<file path="config.mk">
export PLATFORM = sky130hd
export DESIGN_NAME = tone_seq_dds
export DESIGN_NICKNAME = d
export VERILOG_FILES = /design/src/rtl/tone_seq_pkg.sv /design/src/rtl/tone_sine_lut.sv /design/src/rtl/tone_seq_dds.sv
export SDC_FILE = /design/constraint.sdc
export NUM_CORES = 1
export LEC_CHECK = 0
export BUFFER_PORTS_ARGS = -buffer_cell sky130_fd_sc_hd__buf_2
export CORE_MARGIN = 4
export CORE_UTILIZATION = 50
export DETAILED_ROUTE_END_ITERATION = 7
export PLACE_DENSITY = 0.66
export SLEW_MARGIN = 20
export SYNTH_ARGS = -nofsm -noshare
export SYNTH_HDL_FRONTEND = slang
export SYNTH_SLANG_ARGS = --single-unit
</file>
<file path="constraint.sdc">
create_clock -name CLOCK_50 -period 6.3 [get_ports CLOCK_50]
set_clock_uncertainty 0.05 [all_clocks]
set_input_delay 0.63 -clock CLOCK_50 [delete_from_list [all_inputs] [get_ports CLOCK_50]]
set_output_delay 0.63 -clock CLOCK_50 [all_outputs]
set_load 0.02 [all_outputs]
</file>
<file path="src/rtl/tone_seq_pkg.sv">
// Shared definitions for the tone sequencer DDS: FSM state encoding,
// waveform select codes and the DAC midscale code.
package tone_seq_pkg;

    typedef enum logic [2:0] {
        ST_IDLE = 3'd0,
        ST_LOAD = 3'd1,
        ST_PLAY = 3'd2,
        ST_GAP  = 3'd3,
        ST_DONE = 3'd4
    } state_t;

    localparam logic [1:0] WAVE_SQUARE = 2'b00;
    localparam logic [1:0] WAVE_SAW    = 2'b01;
    localparam logic [1:0] WAVE_TRI    = 2'b10;
    localparam logic [1:0] WAVE_SINE   = 2'b11;

    // Midscale at the widest supported DAC; narrower DACs take the top bits.
    localparam int unsigned     MAX_DAC_W     = 12;
    localparam logic [11:0]     MIDSCALE_FULL = 12'h800;

endpackage

</file>
<file path="src/rtl/tone_sine_lut.sv">
// Quarter-wave sine lookup with a registered output (1 cycle latency).
// Input is the top 6 phase bits: 2 quadrant bits + 4 address bits.
// Only instantiated when TONE_SEQ_SINE_LUT_EN is defined.
module tone_sine_lut
    import tone_seq_pkg::*;
#(
    parameter int DAC_W = 8
) (
    input  logic             CLOCK_50,
    input  logic             reset,
    input  logic [5:0]       phase_top,
    output logic [DAC_W-1:0] sample
);

    localparam logic [DAC_W-1:0] MID = MIDSCALE_FULL[MAX_DAC_W-1 -: DAC_W];

    // 127*sin(pi/2 * a/15): a=15 hits the positive peak exactly at phase 1/4.
    function automatic logic [6:0] quarter_amp(input logic [3:0] a);
        logic [6:0] amp;
        case (a)
            4'd0:    amp = 7'd0;
            4'd1:    amp = 7'd13;
            4'd2:    amp = 7'd26;
            4'd3:    amp = 7'd39;
            4'd4:    amp = 7'd52;
            4'd5:    amp = 7'd64;
            4'd6:    amp = 7'd75;
            4'd7:    amp = 7'd85;
            4'd8:    amp = 7'd94;
            4'd9:    amp = 7'd103;
            4'd10:   amp = 7'd110;
            4'd11:   amp = 7'd116;
            4'd12:   amp = 7'd121;
            4'd13:   amp = 7'd124;
            4'd14:   amp = 7'd126;
            4'd15:   amp = 7'd127;
            default: amp = 7'd0;
        endcase
        return amp;
    endfunction

    logic [3:0]       addr_s;
    logic [6:0]       amp_s;
    logic [7:0]       s8_s;
    logic [DAC_W-1:0] out_s;

    // Mirror the address in odd quadrants, negate in the second half-cycle.
    always_comb begin
        addr_s = phase_top[4] ? ~phase_top[3:0] : phase_top[3:0];
        amp_s  = quarter_amp(addr_s);
        if (phase_top[5]) begin
            s8_s = 8'h80 - {1'b0, amp_s};
        end else begin
            s8_s = 8'h80 + {1'b0, amp_s};
        end
    end

    if (DAC_W > 8) begin : g_wide
        assign out_s = {s8_s, {(DAC_W-8){1'b0}}};
    end else if (DAC_W == 8) begin : g_exact
        assign out_s = s8_s;
    end else begin : g_narrow
        assign out_s = s8_s[7 -: DAC_W];
    end

    // Output register gives the LUT its fixed one-cycle latency.
    always_ff @(posedge CLOCK_50) begin
        if (reset) begin
            sample <= MID;
        end else begin
            sample <= out_s;
        end
    end

endmodule

</file>
<file path="src/rtl/tone_seq_dds.sv">
// Tone sequencer: plays a table of (tune, duration) entries through a DDS
// phase accumulator and waveform shaper into a registered DAC sample.
// Optional feature macro: TONE_SEQ_SINE_LUT_EN -- when defined, wave_sel 11
// uses the quarter-wave sine LUT; otherwise wave_sel 11 gives a triangle.
module tone_seq_dds
    import tone_seq_pkg::*;
#(
    parameter int NUM_NOTES = 16,
    parameter int PHASE_W   = 24,
    parameter int DAC_W     = 8,
    parameter int TICK_DIV  = 50000,
    parameter int GAP_TICKS = 10
) (
    input  logic                         CLOCK_50,
    input  logic                         reset,
    input  logic                         start,
    input  logic                         stop,
    input  logic                         loop,
    input  logic [1:0]                   wave_sel,
    input  logic                         cfg_we,
    input  logic [$clog2(NUM_NOTES)-1:0] cfg_addr,
    input  logic [PHASE_W-1:0]           cfg_tune,
    input  logic [15:0]                  cfg_dur,
    output logic [DAC_W-1:0]             dac,
    output logic                         busy,
    output logic                         done,
    output logic [$clog2(NUM_NOTES)-1:0] note_idx
);

    localparam int IDX_W = $clog2(NUM_NOTES);
    localparam int PRE_W = (TICK_DIV > 1) ? $clog2(TICK_DIV) : 1;
    localparam logic [PRE_W-1:0] PRE_MAX  = PRE_W'(TICK_DIV - 1);
    localparam logic [15:0]      GAP_LAST = 16'(GAP_TICKS - 1);
    localparam logic [IDX_W-1:0] IDX_LAST = IDX_W'(NUM_NOTES - 1);
    localparam logic [DAC_W-1:0] MID      = MIDSCALE_FULL[MAX_DAC_W-1 -: DAC_W];

    // Square/saw/triangle from the top phase bits. The triangle folds on the
    // MSB and re-uses its top folded bit as LSB so it spans 0..all-ones.
    function automatic logic [DAC_W-1:0] wave_sample(input logic [1:0] sel,
                                                     input logic [DAC_W-1:0] top);
        logic [DAC_W-2:0] fold;
        logic [DAC_W-1:0] smp;
        fold = top[DAC_W-1] ? ~top[DAC_W-2:0] : top[DAC_W-2:0];
        case (sel)
            WAVE_SQUARE: smp = {DAC_W{top[DAC_W-1]}};
            WAVE_SAW:    smp = top;
            WAVE_TRI:    smp = {fold, fold[DAC_W-2]};
            default:     smp = {fold, fold[DAC_W-2]};
        endcase
        return smp;
    endfunction

    logic [PHASE_W-1:0] tune_mem [NUM_NOTES];
    logic [15:0]        dur_mem  [NUM_NOTES];

    state_t             state_r, state_n;
    logic [IDX_W-1:0]   idx_r, idx_n, next_idx_s;
    logic [PHASE_W-1:0] cur_tune_r, phase_r;
    logic [15:0]        cur_dur_r, tick_cnt_r;
    logic [PRE_W-1:0]   presc_r;
    logic               tick_s, play_end_s, gap_end_s, seq_end_s, load_zero_s;
    logic [DAC_W-1:0]   raw_r, sample_s, dac_r;
    logic               v1_r, busy_r, done_r;

    assign tick_s      = (presc_r == PRE_MAX);
    assign play_end_s  = tick_s && (tick_cnt_r == (cur_dur_r - 16'd1));
    assign gap_end_s   = tick_s && (tick_cnt_r == GAP_LAST);
    assign next_idx_s  = idx_r + {{(IDX_W-1){1'b0}}, 1'b1};
    // Looking ahead at the next entry keeps note_idx from ever showing a
    // zero-duration terminator entry.
    assign seq_end_s   = (idx_r == IDX_LAST) || (dur_mem[next_idx_s] == 16'd0);
    assign load_zero_s = (dur_mem[idx_r] == 16'd0);

    // Table write port; contents are intentionally left out of reset.
    always_ff @(posedge CLOCK_50) begin
        if (cfg_we) begin
            tune_mem[cfg_addr] <= cfg_tune;
            dur_mem[cfg_addr]  <= cfg_dur;
        end
    end

    // Sequencer next state: stop wins over everything except reset.
    always_comb begin
        state_n = state_r;
        idx_n   = idx_r;
        case (state_r)
            ST_IDLE: begin
                if (start && !stop) begin
                    state_n = ST_LOAD;
                    idx_n   = {IDX_W{1'b0}};
                end else begin
                    state_n = ST_IDLE;
                end
            end
            ST_LOAD: begin
                if (stop) begin
                    state_n = ST_IDLE;
                end else if (load_zero_s) begin
                    if (loop) begin
                        state_n = ST_LOAD;
                        idx_n   = {IDX_W{1'b0}};
                    end else begin
                        state_n = ST_DONE;
                    end
                end else begin
                    state_n = ST_PLAY;
                end
            end
            ST_PLAY: begin
                if (stop) begin
                    state_n = ST_IDLE;
                end else if (play_end_s) begin
                    state_n = ST_GAP;
                end else begin
                    state_n = ST_PLAY;
                end
            end
            ST_GAP: begin
                if (stop) begin
                    state_n = ST_IDLE;
                end else if (gap_end_s) begin
                    if (!seq_end_s) begin
                        state_n = ST_LOAD;
                        idx_n   = next_idx_s;
                    end else if (loop) begin
                        state_n = ST_LOAD;
                        idx_n   = {IDX_W{1'b0}};
                    end else begin
                        state_n = ST_DONE;
                    end
                end else begin
                    state_n = ST_GAP;
                end
            end
            ST_DONE: state_n = ST_IDLE;
            default: state_n = ST_IDLE;
        endcase
    end

    // Sequencer state and entry index registers.
    always_ff @(posedge CLOCK_50) begin
        if (reset) begin
            state_r <= ST_IDLE;
            idx_r   <= {IDX_W{1'b0}};
        end else begin
            state_r <= state_n;
            idx_r   <= idx_n;
        end
    end

    // Snapshot the entry in LOAD so table writes land at the next LOAD.
    always_ff @(posedge CLOCK_50) begin
        if (reset) begin
            cur_tune_r <= {PHASE_W{1'b0}};
            cur_dur_r  <= 16'd0;
        end else if (state_r == ST_LOAD) begin
            cur_tune_r <= tune_mem[idx_r];
            cur_dur_r  <= dur_mem[idx_r];
        end
    end

    // Free-running tick prescaler, re-aligned at every LOAD.
    always_ff @(posedge CLOCK_50) begin
        if (reset || (state_r == ST_LOAD) || tick_s) begin
            presc_r <= {PRE_W{1'b0}};
        end else begin
            presc_r <= presc_r + {{(PRE_W-1){1'b0}}, 1'b1};
        end
    end

    // Whole-tick counter for note duration and inter-note gap.
    always_ff @(posedge CLOCK_50) begin
        if (reset) begin
            tick_cnt_r <= 16'd0;
        end else if ((state_r == ST_PLAY) || (state_r == ST_GAP)) begin
            if (((state_r == ST_PLAY) && play_end_s) || ((state_r == ST_GAP) && gap_end_s)) begin
                tick_cnt_r <= 16'd0;
            end else if (tick_s) begin
                tick_cnt_r <= tick_cnt_r + 16'd1;
            end
        end else begin
            tick_cnt_r <= 16'd0;
        end
    end

    // Phase accumulator: cleared in LOAD, advances by tune every PLAY cycle.
    always_ff @(posedge CLOCK_50) begin
        if (reset || (state_r == ST_LOAD)) begin
            phase_r <= {PHASE_W{1'b0}};
        end else if (state_r == ST_PLAY) begin
            phase_r <= phase_r + cur_tune_r;
        end
    end

    // First pipeline stage: shaped sample plus a tone-active flag kept in step.
    always_ff @(posedge CLOCK_50) begin
        if (reset) begin
            raw_r <= MID;
            v1_r  <= 1'b0;
        end else begin
            raw_r <= wave_sample(wave_sel, phase_r[PHASE_W-1 -: DAC_W]);
            v1_r  <= (state_r == ST_PLAY) && (cur_tune_r != {PHASE_W{1'b0}});
        end
    end

`ifdef TONE_SEQ_SINE_LUT_EN
    logic [1:0]       sel_r;
    logic [DAC_W-1:0] sine_s;

    tone_sine_lut #(
        .DAC_W(DAC_W)
    ) u_sine_lut (
        .CLOCK_50 (CLOCK_50),
        .reset    (reset),
        .phase_top(phase_r[PHASE_W-1 -: 6]),
        .sample   (sine_s)
    );

    // Selection travels beside the LUT output so both paths stay 2 cycles.
    always_ff @(posedge CLOCK_50) begin
        if (reset) begin
            sel_r <= WAVE_SQUARE;
        end else begin
            sel_r <= wave_sel;
        end
    end

    assign sample_s = (sel_r == WAVE_SINE) ? sine_s : raw_r;
`else
    assign sample_s = raw_r;
`endif

    // Output stage: midscale whenever the next state is not an active tone,
    // so leaving PLAY silences the DAC on the very next cycle.
    always_ff @(posedge CLOCK_50) begin
        if (reset) begin
            dac_r  <= MID;
            busy_r <= 1'b0;
            done_r <= 1'b0;
        end else begin
            dac_r  <= ((state_n == ST_PLAY) && v1_r) ? sample_s : MID;
            busy_r <= (state_n == ST_LOAD) || (state_n == ST_PLAY) || (state_n == ST_GAP);
            done_r <= (state_n == ST_DONE);
        end
    end

    assign dac      = dac_r;
    assign busy     = busy_r;
    assign done     = done_r;
    assign note_idx = idx_r;

endmodule

</file>
; Yosys cells after proc, flatten, opt, wreduce, memory -nomap -nowiden
; Memory sizes are Yosys's and may differ from the RTL's. A register that Yosys moved wholly into a read port is not among the register bits.
; Cells that the tools add are included.
[totals]
register_bits = 98
wordCells = 86
out_inout_bits = 14
ramBits = 640
mem_count = 2
[mem_list]
columns = memory, depth, word_bits, rd, rd_clocked_by_memory_dff, write_ports, line_no
row1 = tune_mem, 16, 24, 1, 1, 1, tone_seq_dds.sv:53  ; logic [PHASE_W-1:0] tune_mem [NUM_NOTES];
row2 = dur_mem, 16, 16, 2, 1, 1, tone_seq_dds.sv:54  ; logic [15:0] dur_mem [NUM_NOTES];
[classes]
add_sub_neg = 5
n_mux = 24
n_eq_ne = 17
n_reduce_logical = 24
bitwise = 3
[ops]
columns = operator, n
row1 = $mux 4, 9
row2 = $add 16x1->16 const B, 2
row3 = $logic_not 16->1, 2
row4 = $add 24x24->24, 1
row5 = $reduce_bool 24->1, 1
row6 = $mux 3, 6
row7 = $eq 16x16->1, 1
row8 = $eq 16x16->1 const B, 1
row9 = $eq 16x4->1 const B, 1
row10 = $pmux 8 s2, 1
row11 = $sub 16x1->16 const B, 1
row12 = $eq 3x2->1 const B, 4
row13 = $pmux 3 s4, 1
row14 = $pmux 4 s3, 1
row15 = $ne 2x2->1 const B, 5
row16 = $logic_and 1x1->1, 7
row17 = $logic_or 1x1->1, 7
row18 = $mux 7, 1
row19 = $not 7->7, 1
row20 = $eq 3x1->1 const B, 2
row21 = $reduce_and 6->1, 1
row22 = $add 4x1->4 const B, 1
row23 = $eq 4x4->1 const B, 1
row24 = $mux 1, 4
row25 = 10 further kinds, 11

; Depth between registers and ports, before layout
; An unclocked memory read counts as a cell.
[logic_depth]
depth_word = 12
ltp_mapped = 12
mapped_depth_nobuf = 12

; Least setup slack after synthesis
; Ideal clock, no wire load.
[synth_path]
kind = input -> register
start = in cfg_addr[3]
end = mem dur_mem[0][0], enable pin
stages = 2
arrival_time_ps = 3885
setup_ps = 487
slack_ps = 1878
t_required_ps = 5763
cell_sequence = or3b_2 -> nor3_1
[synth_rtl]
columns = item, line_no
row1 = from (decl), tone_seq_dds.sv:21  ; input logic [$clog2(NUM_NOTES)-1:0] cfg_addr,
row2 = to (decl), tone_seq_dds.sv:54
; No word-level cell before the write port.

; Worst setup path after layout
[layout_path]
start = reg idx_r[1] (netlist: note_idx[1])
end = reg dac_r[3] (netlist: dac[3])
[layout_between]
elab_chain_len = 12
elab_cells_between_ends = 13
[layout_lines]
columns = item, line_no
row1 = from (decl), tone_seq_dds.sv:57  ; logic [IDX_W-1:0] idx_r, idx_n, next_idx_s;
row2 = from (signal assigned), tone_seq_dds.sv:144  ; idx_r <= {IDX_W{1'b0}};
row3 = from (signal assigned), tone_seq_dds.sv:147  ; idx_r <= idx_n;
row4 = $add 4x1->4, tone_seq_dds.sv:68  ; assign next_idx_s = idx_r + {{(IDX_W-1){1'b0}}, 1'b1};
row5 = $mem_v2 16x16, n/a
row6 = $logic_not 16->1, tone_seq_dds.sv:71  ; assign seq_end_s = (idx_r == IDX_LAST) || (dur_mem[next_idx_s] == 16'd0);
row7 = $logic_or 1x1->1 (*), tone_seq_dds.sv:71
row8 = $mux 3 (*), tone_seq_dds.sv:122  ; if (!seq_end_s) begin
row9 = $mux 3 (*), tone_seq_dds.sv:121  ; end else if (gap_end_s) begin
row10 = $mux 3 (*), tone_seq_dds.sv:119  ; if (stop) begin
row11 = $pmux 3 s4 (*), tone_seq_dds.sv:86  ; case (state_r)
row12 = $eq 3x2->1 (*), tone_seq_dds.sv:241  ; dac_r <= ((state_n == ST_PLAY) && v1_r) ? sample_s : MID;
row13 = $logic_and 1x1->1 (*), tone_seq_dds.sv:241
row14 = $not 1->1 (no line) (*), n/a
row15 = $reduce_or 2->1 (no line) (*), n/a
row16 = to (signal assigned), tone_seq_dds.sv:241
row17 = to (decl), tone_seq_dds.sv:62  ; logic [DAC_W-1:0] raw_r, sample_s, dac_r;
; Every way passes the cells marked *; elsewhere a longest branch is shown, timed or not.
; A chain may end at the register's enable or synchronous reset.

==> metrics list <==
- Yosys cell types: 70
* Layout overhead on the synthesized area: 12.4%
- In the global route stage, overall resource usage came out at between 20% and 30%.
- Clock latency of the later-clocked register in the worst-skew pair: 0.62 ns
- Count of buffers added by post-CTS timing repair for setup: 0
- Detailed placement ended at an HPWL of roughly 47000 um.
- Counting flops and latches in the post-synthesis netlist gives 766.
- The number of endpoints with negative hold slack in the final report came to 0.
- Synthesis handed over a netlist of 1906 instances.
- Die extent in y: 259 um
- Setup repair after global routing missed its margin: false
- CTS built an H-tree with a depth of 3.
* Final layout net count: 2071
- Maximum clock path buffer count: 3
- For this run, the top clock speed supported by timing is 234 MHz.
- First-pass GRT wire length: 117000 um
- Via count of the first global-routing pass: approximately 18000
- For this design, the CTS-stage hold fixing added 0 buffers.
* Seq/Total Area, Yosys: 69.1%
- Summed over all failing endpoints, the final setup total negative slack is 0 ns.
* Number of port buffers: 65
* Last weighted congestion value of the routability-driven placer: ~0.95
- Power comes to ~11 mW.
- Averaged over all synthesized cells, the footprint is roughly 17 um2.
* Number of placed I/O pins: 66
* Total of cells resized after clock tree synthesis: 0
- For this design, the slowest cell found on the critical path is dfxtp_4.
* Hold WC Path Type: in -> reg
- Starting DRC count in detailed routing: 2144
- Along the worst path, the maximum fanout reaches between 50 and 60.
- Syn Nets: 1987
- Pre-CTS setup slack: between 2 and 2.5 ns
* Pre-antenna DRT Iters: 5
- Number of nets with antenna violations after routing: 0
- Worst slew slack as a fraction of its limit: around 33%
* Remaining design rule violation count: 0
- Among all flip-flop cells after synthesis, the most frequent one is edfxtp_1.
* Share of the clock period used by the worst path after layout: 67.8%
- Clock root cell: clkbuf_16
- In this run the static leakage power is 11.1 nW.
- The flow ran to the end, and the final reports show no timing, DRC or antenna violations.
- The die covers between 60000 and 70000 um2.
- Cell area after synthesis: 31500 um2
- Worst-case setup margin in the final layout: 2.03 ns
- Summing all non-filler instances in the final layout gives an area of 35400 um2.
- STA puts the critical path data arrival time at 4.77 ns.
- In this run the standard cell core region covers around 62000 um2.
* Via total after detailed routing: 18100
* Series of cell instances along the critical path: ha_1 -> xor2_1 -> nor3_1 -> a211oi_1 -> a31oi_1 -> a211oi_1 -> o211ai_1 -> a221o_1 -> nor2b_1 -> and3_1
- In this run the power density over the cells is 299 nW/um2.
* Final Max Tran Viols: 0
- Die width: 259 um
- Pin count of the biggest net entering global routing: 57
- Clock-pin slew of the registers on the worst-case setup and hold paths: ~0.060 ns
- Standard cell area after detailed placement: 32800 um2
- Num Clock Sinks: 766
* Asr flop ratio synth: 0%
* Wire length per cell after detailed routing: 26.9 um
* Crit path capture type: flop
- Post-DR vias/cell: 6.26
- Yosys printed 0 warnings.
* CTS tree: done
- The tool flagged a number of max-cap violations equal to 0.
* Data required, critical path: 6.79 ns
- Total detailed-routing wirelength: 78000 um
* Buf/Inv on CP: 0
* Gate family responsible for the most delay along the worst path: compound AO/OA/AOI/OAI gates
- Summed over all layers, the global routing overflow is 0.
- The largest single stage delay on the critical path is 0.91 ns.
- Cell occurring most often along the worst timing path: a211oi_1
* Initial cell density of the core: around half
- Cells with a size suffix above 1 make up 21.2% of the layout.
* Slew at the pin closest to its max-slew limit: 0.996 ns
- The floorplan has 91 rows.
* Initial antenna violation count: 5
- Yosys mapped a number of flops with a built-in enable equal to 640.
- The clock period could shrink to 4.27 ns.
- STA classifies the critical path startpoint as a flop.
- VDD sags by at most between 0.2 and 0.25 mV.
- Setup violations remaining at the end of the flow were counted as 0.
- Number of CTS-inserted buffers: ~80
- Type of the setup path with the least slack: reg -> reg
## power breakdown
group	leakage [nW]	total [mW]	internal, mW	switching, mW
Combinational	3.03	0.306	0.0946	0.212
Clock	1.25	4.62	2.69	1.93
Sequential	6.80	5.64	5.59	0.0529
## logic make-up after synthesis
| group | Yosys count | share of synthesized area [%] |
|---|---|---|
| compound gates | 209 | 4.31 |
| xor+xnor | 72 | 2.01 |
| fa+ha+maj | 29 | 1.18 |
| buf+inv | 107 | 1.55 |
| flops | 766 | 69.1 |
| mux | 198 | 13.6 |
| simple gates | 525 | 8.20 |
## layer usage
metal	GRT usage, %	routed length (um)
met1	33.3	31700
met2	37.4	37500
met3	5.05	7330
met4	5.46	1480
met5	0	18
## through the flow
step           util [%]  std cells  hold slack, ns
5_1_grt            57.1       2891           0.295
2_1_floorplan         -       1906           0.341
3_3_place_gp       52.9       2745           0.343
4_1_cts            57.0       2890           0.250
6_report           57.1       2894           0.294
3_5_place_dp       52.9       2745           0.350
## Yosys cell counts, types with 3 or more instances
| cell | instances | area share [%] |
|---|---|---|
| nor2b_1 | 14 | 0.28 |
| inv_1 | 14 | 0.17 |
| or4_1 | 6 | 0.14 |
| o21ai_0 | 21 | 0.33 |
| o211ai_1 | 6 | 0.14 |
| nand3_1 | 32 | 0.51 |
| xor2_1 | 32 | 0.89 |
| nor4_1 | 55 | 1.1 |
| nand2_1 | 181 | 2.2 |
| nand3b_1 | 4 | 0.095 |
| mux2i_1 | 12 | 0.38 |
| nor2_1 | 115 | 1.4 |
| buf_1 | 21 | 0.25 |
| a21oi_1 | 84 | 1.3 |
| ha_1 | 28 | 1.1 |
| and4_1 | 4 | 0.11 |
| dfxtp_1 | 126 | 8.0 |
| a211oi_1 | 13 | 0.31 |
| nor3_1 | 36 | 0.57 |
| edfxtp_1 | 640 | 61 |
| nand4_1 | 18 | 0.36 |
| nor4b_1 | 14 | 0.39 |
| a21o_1 | 7 | 0.17 |
| and2_1 | 6 | 0.12 |
| clkbuf_8 | 5 | 0.22 |
| nor3b_1 | 3 | 0.072 |
| a2111o_1 | 3 | 0.11 |
| nand2b_1 | 3 | 0.060 |
| mux4_2 | 184 | 13 |
| a22oi_1 | 37 | 0.88 |
| a222oi_1 | 7 | 0.22 |
| or3_1 | 3 | 0.060 |
| a31oi_1 | 8 | 0.16 |
| and3_1 | 18 | 0.36 |
| xnor2_1 | 40 | 1.1 |
| clkbuf_1 | 52 | 0.62 |
| buf_2 | 11 | 0.18 |
## cells in the final DEF, fill, tap and decap left out, types with 37 or more instances in the layout
cell,n
buf_2,65
mux4_2,184
xnor2_1,40
edfxtp_1,640
clkbuf_16,80
nor2_1,102
nand2_1,181
nor4_1,55
a22oi_1,37
dfxtp_1,119
a21oi_1,84
## worst register-to-register path, cell delays in order, from the launching register on
cell	delay, ns
dfxtp_4	0.91
ha_1	0.46
xor2_1	0.54
nor3_1	0.09
a211oi_1	0.26
a31oi_1	0.07
a211oi_1	0.56
o211ai_1	0.20
a221o_1	0.42
nor2b_1	0.40
and3_1	0.23
## registers in the layout, indices dropped and copies added (netlist names), named ones only
signal and cells:
cur_dur_r 16, presc_r 16, tune_mem 384, v1_r 1, dac 8, raw_r 8
note_idx 4, dur_mem 256, busy 1, phase_r 24, cur_tune_r 24, state_r 3
tick_cnt_r 16, done 1
## final timing paths
kind / to / startpoint / slack, ns / cells after the start
max: dac[3]$_SDFF_PP0_ / note_idx[1]$_SDFFE_PP0P_ / 2.03 / 10
min: done$_SDFF_PP0_ / loop / 0.29 / 2
max reg2reg: dac[3]$_SDFF_PP0_ / note_idx[1]$_SDFFE_PP0P_ / 2.03 / 10
min reg2reg: dac[7]$_SDFF_PP1_ / raw_r[7]$_SDFF_PP1_ / 0.36 / 1
## layout make-up
type / count / area, um2
inverters: 14 / 52.6
repair buffers: 96 / 574
diodes: 3 / 7.51
multi-input cells: 1033 / 9340
well taps: 837 / 1050
clock buffers: 96 / 2070
fillers: 4737 / 26600
clock inverters: 49 / 503
flip-flops and latches: 766 / 21800
Power figures use the tool's default switching activity.
